===== src/rtl/multicycle_ctr_if.sv =====
// Control bundle between the multi-cycle MIPS main controller and its datapath.
// The controller is the master: it drives every enable and mux select and receives opCode and mem_ready.
interface multicycle_ctr_if;
  logic [5:0] opCode;
  logic       mem_ready;
  logic       PCWrite;
  logic       PCWriteCond;
  logic       IorD;
  logic       MemRead;
  logic       MemWrite;
  logic       MemtoReg;
  logic       IRWrite;
  logic [1:0] PCSource;
  logic [1:0] ALUOp;
  logic       ALUSrcA;
  logic [1:0] ALUSrcB;
  logic       RegWrite;
  logic       RegDst;
  logic [3:0] state;
  logic       instr_done;
  logic       illegal_op;

  modport master (
    input  opCode, mem_ready,
    output PCWrite, PCWriteCond, IorD, MemRead, MemWrite, MemtoReg, IRWrite,
           PCSource, ALUOp, ALUSrcA, ALUSrcB, RegWrite, RegDst,
           state, instr_done, illegal_op
  );

  modport slave (
    output opCode, mem_ready,
    input  PCWrite, PCWriteCond, IorD, MemRead, MemWrite, MemtoReg, IRWrite,
           PCSource, ALUOp, ALUSrcA, ALUSrcB, RegWrite, RegDst,
           state, instr_done, illegal_op
  );
endinterface


===== src/rtl/multicycle_ctr.sv =====
// Multi-cycle main control FSM for the MIPS datapath: fetch, decode, execute, memory and writeback.
// Outputs are a combinational decode of the state register, with memory wait states driven by mem_ready.
module multicycle_ctr #(
  parameter logic [5:0] OP_RTYPE = 6'b000000,
  parameter logic [5:0] OP_LW    = 6'b100011,
  parameter logic [5:0] OP_SW    = 6'b101011,
  parameter logic [5:0] OP_BEQ   = 6'b000100,
  parameter logic [5:0] OP_J     = 6'b000010,
  parameter logic [5:0] OP_ADDI  = 6'b001000
) (
  input  logic           clk,
  input  logic           reset,
  multicycle_ctr_if.master ctrl
);

  typedef enum logic [3:0] {
    FETCH     = 4'd0,
    DECODE    = 4'd1,
    MEM_ADDR  = 4'd2,
    MEM_READ  = 4'd3,
    MEM_WB    = 4'd4,
    MEM_WRITE = 4'd5,
    EXECUTE   = 4'd6,
    R_WB      = 4'd7,
    BRANCH    = 4'd8,
    JUMP      = 4'd9,
    ADDI_EXEC = 4'd10,
    ADDI_WB   = 4'd11
  } state_t;

  state_t     curState, nextState;
  logic       pcWrite, pcWriteCond, iorD, memRead, memWrite, memtoReg, irWrite;
  logic [1:0] pcSource, aluOp, aluSrcB;
  logic       aluSrcA, regWrite, regDst, instrDone, illegalOp;

  always_ff @(posedge clk or posedge reset) begin
    if (reset) curState <= FETCH;
    else       curState <= nextState;
  end

  // Outputs are gated by reset so that FETCH's memory read never leaks out while reset is held.
  always_comb begin
    nextState   = FETCH;
    pcWrite     = 1'b0;
    pcWriteCond = 1'b0;
    iorD        = 1'b0;
    memRead     = 1'b0;
    memWrite    = 1'b0;
    memtoReg    = 1'b0;
    irWrite     = 1'b0;
    pcSource    = 2'b00;
    aluOp       = 2'b00;
    aluSrcA     = 1'b0;
    aluSrcB     = 2'b00;
    regWrite    = 1'b0;
    regDst      = 1'b0;
    instrDone   = 1'b0;
    illegalOp   = 1'b0;
    if (!reset) begin
      case (curState)
        FETCH: begin
          memRead = 1'b1;
          aluSrcB = 2'b01;
          irWrite = ctrl.mem_ready;
          pcWrite = ctrl.mem_ready;
          if (ctrl.mem_ready) nextState = DECODE;
          else                nextState = FETCH;
        end
        DECODE: begin
          aluSrcB = 2'b11;
          case (ctrl.opCode)
            OP_LW, OP_SW: nextState = MEM_ADDR;
            OP_RTYPE:     nextState = EXECUTE;
            OP_BEQ:       nextState = BRANCH;
            OP_J:         nextState = JUMP;
            OP_ADDI:      nextState = ADDI_EXEC;
            default: begin
              nextState = FETCH;
              illegalOp = 1'b1;
            end
          endcase
        end
        MEM_ADDR: begin
          aluSrcA = 1'b1;
          aluSrcB = 2'b10;
          if (ctrl.opCode == OP_LW)      nextState = MEM_READ;
          else if (ctrl.opCode == OP_SW) nextState = MEM_WRITE;
          else                           nextState = FETCH;
        end
        MEM_READ: begin
          memRead = 1'b1;
          iorD    = 1'b1;
          if (ctrl.mem_ready) nextState = MEM_WB;
          else                nextState = MEM_READ;
        end
        MEM_WB: begin
          memtoReg  = 1'b1;
          regWrite  = 1'b1;
          instrDone = 1'b1;
        end
        MEM_WRITE: begin
          memWrite  = 1'b1;
          iorD      = 1'b1;
          instrDone = ctrl.mem_ready;
          if (ctrl.mem_ready) nextState = FETCH;
          else                nextState = MEM_WRITE;
        end
        EXECUTE: begin
          aluSrcA   = 1'b1;
          aluOp     = 2'b10;
          nextState = R_WB;
        end
        R_WB: begin
          regDst    = 1'b1;
          regWrite  = 1'b1;
          instrDone = 1'b1;
        end
        BRANCH: begin
          aluSrcA     = 1'b1;
          aluOp       = 2'b01;
          pcWriteCond = 1'b1;
          pcSource    = 2'b01;
          instrDone   = 1'b1;
        end
        JUMP: begin
          pcWrite   = 1'b1;
          pcSource  = 2'b10;
          instrDone = 1'b1;
        end
        ADDI_EXEC: begin
          aluSrcA   = 1'b1;
          aluSrcB   = 2'b10;
          nextState = ADDI_WB;
        end
        ADDI_WB: begin
          regWrite  = 1'b1;
          instrDone = 1'b1;
        end
        default: nextState = FETCH;
      endcase
    end
  end

  assign ctrl.PCWrite     = pcWrite;
  assign ctrl.PCWriteCond = pcWriteCond;
  assign ctrl.IorD        = iorD;
  assign ctrl.MemRead     = memRead;
  assign ctrl.MemWrite    = memWrite;
  assign ctrl.MemtoReg    = memtoReg;
  assign ctrl.IRWrite     = irWrite;
  assign ctrl.PCSource    = pcSource;
  assign ctrl.ALUOp       = aluOp;
  assign ctrl.ALUSrcA     = aluSrcA;
  assign ctrl.ALUSrcB     = aluSrcB;
  assign ctrl.RegWrite    = regWrite;
  assign ctrl.RegDst      = regDst;
  assign ctrl.state       = curState;
  assign ctrl.instr_done  = instrDone;
  assign ctrl.illegal_op  = illegalOp;

endmodule


===== src/flat_wrapper.sv =====
// flat-port wrapper written by rule: the top's interface ports become plain ports
module multicycle_ctr_flat 
#(
  parameter logic [5:0] OP_RTYPE = 6'b000000,
  parameter logic [5:0] OP_LW    = 6'b100011,
  parameter logic [5:0] OP_SW    = 6'b101011,
  parameter logic [5:0] OP_BEQ   = 6'b000100,
  parameter logic [5:0] OP_J     = 6'b000010,
  parameter logic [5:0] OP_ADDI  = 6'b001000
)
  (clk, reset, ctrl_opCode, ctrl_mem_ready, ctrl_PCWrite, ctrl_PCWriteCond, ctrl_IorD, ctrl_MemRead, ctrl_MemWrite, ctrl_MemtoReg, ctrl_IRWrite, ctrl_PCSource, ctrl_ALUOp, ctrl_ALUSrcA, ctrl_ALUSrcB, ctrl_RegWrite, ctrl_RegDst, ctrl_state, ctrl_instr_done, ctrl_illegal_op);
  multicycle_ctr_if ctrl_i ();
  input  logic clk;
  input  logic reset;
  input wire logic [$bits(ctrl_i.opCode)-1:0] ctrl_opCode;
  input wire logic [$bits(ctrl_i.mem_ready)-1:0] ctrl_mem_ready;
  output wire logic [$bits(ctrl_i.PCWrite)-1:0] ctrl_PCWrite;
  output wire logic [$bits(ctrl_i.PCWriteCond)-1:0] ctrl_PCWriteCond;
  output wire logic [$bits(ctrl_i.IorD)-1:0] ctrl_IorD;
  output wire logic [$bits(ctrl_i.MemRead)-1:0] ctrl_MemRead;
  output wire logic [$bits(ctrl_i.MemWrite)-1:0] ctrl_MemWrite;
  output wire logic [$bits(ctrl_i.MemtoReg)-1:0] ctrl_MemtoReg;
  output wire logic [$bits(ctrl_i.IRWrite)-1:0] ctrl_IRWrite;
  output wire logic [$bits(ctrl_i.PCSource)-1:0] ctrl_PCSource;
  output wire logic [$bits(ctrl_i.ALUOp)-1:0] ctrl_ALUOp;
  output wire logic [$bits(ctrl_i.ALUSrcA)-1:0] ctrl_ALUSrcA;
  output wire logic [$bits(ctrl_i.ALUSrcB)-1:0] ctrl_ALUSrcB;
  output wire logic [$bits(ctrl_i.RegWrite)-1:0] ctrl_RegWrite;
  output wire logic [$bits(ctrl_i.RegDst)-1:0] ctrl_RegDst;
  output wire logic [$bits(ctrl_i.state)-1:0] ctrl_state;
  output wire logic [$bits(ctrl_i.instr_done)-1:0] ctrl_instr_done;
  output wire logic [$bits(ctrl_i.illegal_op)-1:0] ctrl_illegal_op;
  assign ctrl_i.opCode = ctrl_opCode;
  assign ctrl_i.mem_ready = ctrl_mem_ready;
  assign ctrl_PCWrite = ctrl_i.PCWrite;
  assign ctrl_PCWriteCond = ctrl_i.PCWriteCond;
  assign ctrl_IorD = ctrl_i.IorD;
  assign ctrl_MemRead = ctrl_i.MemRead;
  assign ctrl_MemWrite = ctrl_i.MemWrite;
  assign ctrl_MemtoReg = ctrl_i.MemtoReg;
  assign ctrl_IRWrite = ctrl_i.IRWrite;
  assign ctrl_PCSource = ctrl_i.PCSource;
  assign ctrl_ALUOp = ctrl_i.ALUOp;
  assign ctrl_ALUSrcA = ctrl_i.ALUSrcA;
  assign ctrl_ALUSrcB = ctrl_i.ALUSrcB;
  assign ctrl_RegWrite = ctrl_i.RegWrite;
  assign ctrl_RegDst = ctrl_i.RegDst;
  assign ctrl_state = ctrl_i.state;
  assign ctrl_instr_done = ctrl_i.instr_done;
  assign ctrl_illegal_op = ctrl_i.illegal_op;
  multicycle_ctr #(.OP_RTYPE(OP_RTYPE), .OP_LW(OP_LW), .OP_SW(OP_SW), .OP_BEQ(OP_BEQ), .OP_J(OP_J), .OP_ADDI(OP_ADDI)) u_core (.clk(clk), .reset(reset), .ctrl(ctrl_i));
endmodule

===== config.mk =====
export PLATFORM = sky130hd
export DESIGN_NAME = multicycle_ctr_flat
export DESIGN_NICKNAME = d
export VERILOG_FILES = /design/src/rtl/multicycle_ctr_if.sv /design/src/rtl/multicycle_ctr.sv /design/src/flat_wrapper.sv
export SDC_FILE = /design/constraint.sdc
export NUM_CORES = 1
export LEC_CHECK = 0
export CAP_MARGIN = 20
export CORE_MARGIN = 2
export CORE_UTILIZATION = 36
export CTS_BUF_LIST = sky130_fd_sc_hd__clkbuf_4
export DETAILED_ROUTE_END_ITERATION = 8
export GPL_TIMING_DRIVEN = 0
export PLACE_DENSITY = 0.78
export REMOVE_ABC_BUFFERS = 1
export SYNTH_ARGS = -nofsm -noshare
export SYNTH_HDL_FRONTEND = slang
export SYNTH_SLANG_ARGS = --single-unit

===== constraint.sdc =====
create_clock -name clk -period 1.55 [get_ports clk]
set_input_delay 0.31 -clock clk [delete_from_list [all_inputs] [get_ports clk]]
set_output_delay 0.31 -clock clk [all_outputs]
set_load 0.02 [all_outputs]

After elaboration in Yosys (flattened, before gate mapping)
Index checks and enable logic that the tools add are counted.
{"block": "op_classes", "n_eq_ne": 16, "n_mux": 39, "reduce_logical": 10}
{"operator": "4-bit one-hot mux with 7 select lines", "n": 1}
{"operator": "1-bit 2-to-1 mux", "n": 24}
{"operator": "4-bit one-hot mux with 5 select lines", "n": 1}
{"operator": "4-bit by 3-bit == test with 1-bit output, second input constant", "n": 4}
{"operator": "4-bit == test, second input constant", "n": 4}
{"operator": "6-bit == test, second input constant", "n": 2}
{"operator": "3-bit 2-to-1 mux", "n": 3}
{"operator": "4-bit by 2-bit == test with 1-bit output, second input constant", "n": 2}
{"operator": "4-bit 2-to-1 mux", "n": 2}
{"operator": "2-bit one-hot mux with 2 select lines", "n": 2}
{"operator": "2-bit OR reduction", "n": 4}
{"operator": "6-bit by 2-bit == test with 1-bit output, second input constant", "n": 1}
{"operator": "6-bit by 3-bit == test with 1-bit output, second input constant", "n": 1}
{"operator": "6-bit by 4-bit == test with 1-bit output, second input constant", "n": 1}
{"operator": "6-bit zero test", "n": 1}
{"operator": "2-bit 2-to-1 mux", "n": 3}
{"operator": "2-bit one-hot mux with 3 select lines", "n": 1}
{"operator": "6-bit OR reduction", "n": 1}
{"operator": "5-bit OR reduction", "n": 1}
{"operator": "4-bit by 1-bit == test with 1-bit output, second input constant", "n": 1}
{"operator": "4-bit zero test", "n": 1}
{"operator": "1-bit one-hot mux with 2 select lines", "n": 2}
{"operator": "4-bit OR reduction", "n": 1}
{"operator": "3-bit OR reduction", "n": 1}
{"block": "word_totals", "ff_bits": 4, "input_bits": 9, "out_inout_bits": 22, "word_cells": 66}

Longest topological paths before layout
{"block": "depth", "depth_word": 5, "depth_mapped": 6, "depth_no_buf": 4}

Worst setup path before layout
No wires, ideal clock.
{"block": "synth_path", "kind": "register to output", "from": "reg u_core.curState[3] (netlist: u_core.ctrl.state[3])", "to": "out ctrl_PCWrite", "arrival_ns": 1.908, "required_time_ns": 1.240, "slack_ns": -0.668, "stages_incl_launch_ff": 5, "path_cell_list": "dfrtp_1 > or2_1 > buf_6 > nor4bb_1 > or2_1"}
{"block": "synth_via", "elab_chain_len": 3, "elab_cells_between_ends": 4, "classes_between": "eq/ne (1); mux (2); reduce/logical (1)"}
{"element": "start: declaration", "line_no": "multicycle_ctr.sv:31", "text": "state_t curState, nextState;"}
{"element": "start signal: assignment", "line_no": "multicycle_ctr.sv:38", "text": "else curState <= nextState;"}
{"element": "4-bit == test / 4-bit zero test (equally long branches)", "line_no": "multicycle_ctr.sv:60", "text": "case (curState)"}
{"element": "1-bit one-hot mux with 2 select lines *", "line_no": "multicycle_ctr.sv:60"}
{"element": "1-bit 2-to-1 mux *", "line_no": "multicycle_ctr.sv:59", "text": "if (!reset) begin"}
{"element": "end: declaration", "line_no": "flat_wrapper.sv:17", "text": "output wire logic [$bits(ctrl_i.PCWrite)-1:0] ctrl_PCWrite;"}
Every way passes the cells marked *; elsewhere a longest branch is shown, timed or not.

Worst setup path after layout
{"block": "layout_path", "from": "reg u_core.curState[1] (netlist: u_core.ctrl.state[1])", "to": "out ctrl_instr_done"}
{"block": "layout_via", "elab_chain_len": 4, "elab_cells_between_ends": 9, "classes_between": "eq/ne (6); mux (2); reduce/logical (1)"}
{"element": "4-bit by 3-bit == test with 1-bit output / 4-bit == test (equally long branches)", "line_no": "multicycle_ctr.sv:60"}
{"element": "5-bit OR reduction (no source line)"}
{"element": "1-bit one-hot mux with 2 select lines *", "line_no": "multicycle_ctr.sv:60"}
{"element": "1-bit 2-to-1 mux *", "line_no": "multicycle_ctr.sv:59"}
{"element": "end: declaration", "line_no": "flat_wrapper.sv:31", "text": "output wire logic [$bits(ctrl_i.instr_done)-1:0] ctrl_instr_done;"}
Marked as above.

==> impl_metrics.yaml <==
sta:
  slew_headroom: 0.767
  setup_viol: 20
  rsz0062_at_grt: "yes"
  skew_ns: 0.0121
  finalMaxSlewViolations: 0
  period_minus_slack_ns: 1.92
  tightestPinTransition_ns: 0.345
  max_freq_mhz: 521
  post-route-period-util: 1.24
  fin_setup_tns_ns: -3.59
  finalHoldViolations: 0
  holdWs_ns: 0.287
  fin_ws_ns: -0.368
power_and_ir_drop:
  power_density_nw_per_um2: 394
  power.leakage_uw: 0.000501
  p_total_uw: 458
  worst_ir_drop_vdd_mv: 0.446
critical_path:
  crit_fanout: 5
  reg2reg_from: "u_core.ctrl.state[2]"
  crit_type: "reg2out"
  worstSetupStartpoint: "u_core.ctrl.state[1]"
  worstPathRequired_ns: 1.24
  cp-end-kind: "output port"
  cp.arrival_ns: 1.61
  cp-start-kind: "flop"
synth:
  syn-instance-count: 85
  synth_cell_types: 38
  syn_area_sq_um: 583
  synth_warnings: 0
  ys_seq_area_frac: 0.172
  synth_seq_cells: 4
  syn_area_per_cell_sq_um: 6.86
run:
  drv_cap: 0
grt:
  grt_pass1_vias: 763
  grtUsageTotal: 0.214
  grt_overflow: 0
  grt_pass1_wl_mm: 3.16
  antenna_found_initial: 0
  grt_max_degree: 16
detailed_routing:
  wl_met2_mm: 1.25
  dr.pass1.iters: 4
  routedWlPerCell_um: 16.0
  wl_met3_um: 129
  top_layer_used: "met4"
  num_vias: 888
  met1_length_um: 932
  route.detailed.drc: 0
  routed_via_density: 5.96
  drt_wl_total_mm: 2.38
  final_antenna_net_count: 0
  dr.first_iter.drc_count: 28
run_status:
  violations: "negative setup slack"
  status: "finished with violations"
clocking:
  cts_root_buffer: "clkbuf_4"
  clk_pin_slew_ns: 0.04
  clockBufferDepth: 2
  cts_tree: "done"
  ctsHoldBuffers: 0
  htreeDepth: 1
  cts.sinks: 4
  clkLatencyLatePin_ns: 0.24
  cts_buffers: 3
final_layout:
  layout.nets: 144
  layout_commonest_cell: "buf_4"
  diodes: 0
  final_cell_mix: "22 x buf_4, 11 x buf_6, 9 x buf_2"
  largest_reg_flops: 4
  instances_no_fill: 149
  area_delta_synth_final_pct: 99.4
  drive_gt1_frac: 0.579
floorplanning:
  start_util: 0.387
  design.core.area_sq_um: 1510
  die_w_um: 44.2
  die_area_sq_um: 1960
  row_count: 14
  die_h_um: 44.2
  ios: 31
placed_design:
  dp_hpwl_mm: 1.20
  gp_congestion: 0.773
  dp_cells: 122
  io_buffers: 30
hold_path:
  hp-class: "in2async"
==> cells by family after synthesis <==
family,count (synthesis),synth area share
flops,4,0.172
buf+inv,13,0.118
compound gates,22,0.247
xor+xnor,3,0.0451
simple gates,42,0.401
mux,1,0.0172
==> where the power goes <==
part           internal, uW  switching, uW
logic                   101            107
clock network          86.9           47.2
registers               108           7.39
total                   296            162
==> layout make-up <==
class | instances | area [sq um]
Clock buffer | 3 | 22.5
Fill cell | 111 | 344
Inverter | 4 | 17.5
Multi-Input combinational cell | 69 | 557
Sequential cell | 4 | 105
Tap cell | 16 | 20.0
Timing Repair Buffer | 53 | 440
==> synthesized netlist by cell type, drive strengths merged <==
cell type | n | area share
inv | 4 | 0.026
a22oi | 1 | 0.013
mux2i | 1 | 0.017
nor2b | 1 | 0.011
xor2 | 1 | 0.015
clkbuf | 4 | 0.026
nand2 | 4 | 0.026
o211ai | 1 | 0.013
nand3 | 1 | 0.0086
xnor2 | 2 | 0.030
a21oi | 3 | 0.026
nor4bb | 1 | 0.017
a21boi | 1 | 0.013
o21a | 2 | 0.026
or3 | 4 | 0.043
nand2b | 5 | 0.054
nor4 | 6 | 0.064
o22ai | 1 | 0.011
nor2 | 5 | 0.032
a21o | 1 | 0.013
or2 | 2 | 0.021
a211o | 1 | 0.015
a31oi | 3 | 0.032
or4 | 1 | 0.013
nor3 | 10 | 0.086
o22a | 1 | 0.015
or3b | 1 | 0.015
and3 | 1 | 0.011
a211oi | 1 | 0.013
o21ai | 5 | 0.043
dfrtp | 4 | 0.17
o311ai | 1 | 0.015
buf | 5 | 0.067
==> worst max-delay path, cell delays in order (launching register included) <==
cell and delay [ns]:
dfrtp_2 0.44, nand2b_4 0.19, nor2_1 0.17, o21ai_0 0.13, and3_1 0.20, clkdlybuf4s15_2 0.25
==> path summary, 6_finish.rpt <==
path | slack, ns | depth (start not counted) | to
max in group asynchronous | 1.06 | 2 | u_core.ctrl.state[2]
max | -0.37 | 5 | ctrl_instr_done
min reg2reg | 0.79 | 3 | u_core.ctrl.state[2]
min | 0.29 | 2 | u_core.ctrl.state[3]
max reg2reg | -0.34 | 5 | u_core.ctrl.state[2]
min in group clk | 0.41 | 3 | u_core.ctrl.state[2]
==> per-layer routing <==
| layer | global-route usage | vias up |
|---|---|---|
| met5 | 0 | - |
| met1 | 0.231 | 427 |
| met2 | 0.409 | 38 |
| met4 | 0.0909 | 0 |
| li1 | - | 415 |
| met3 | 0.0286 | 8 |
==> stage by stage <==
step,cell area [sq um],setup slack (ns),util
floorplan,529,-0.788,-
global placement,850,-0.973,0.564
detailed placement,850,-0.958,0.564
CTS,1000,-0.331,0.664
global route,1160,-0.391,0.772
finish,1160,-0.368,0.772
==> what timing repair did <==
action | in CTS | in global routing
pin swaps | 6 | 6
gates cloned | 0 | 1
resized for setup | 139 | 32
endpoints found under the setup margin | 26 | 22
buffers inserted | 14 | 10
Power figures use the tool's default switching activity.
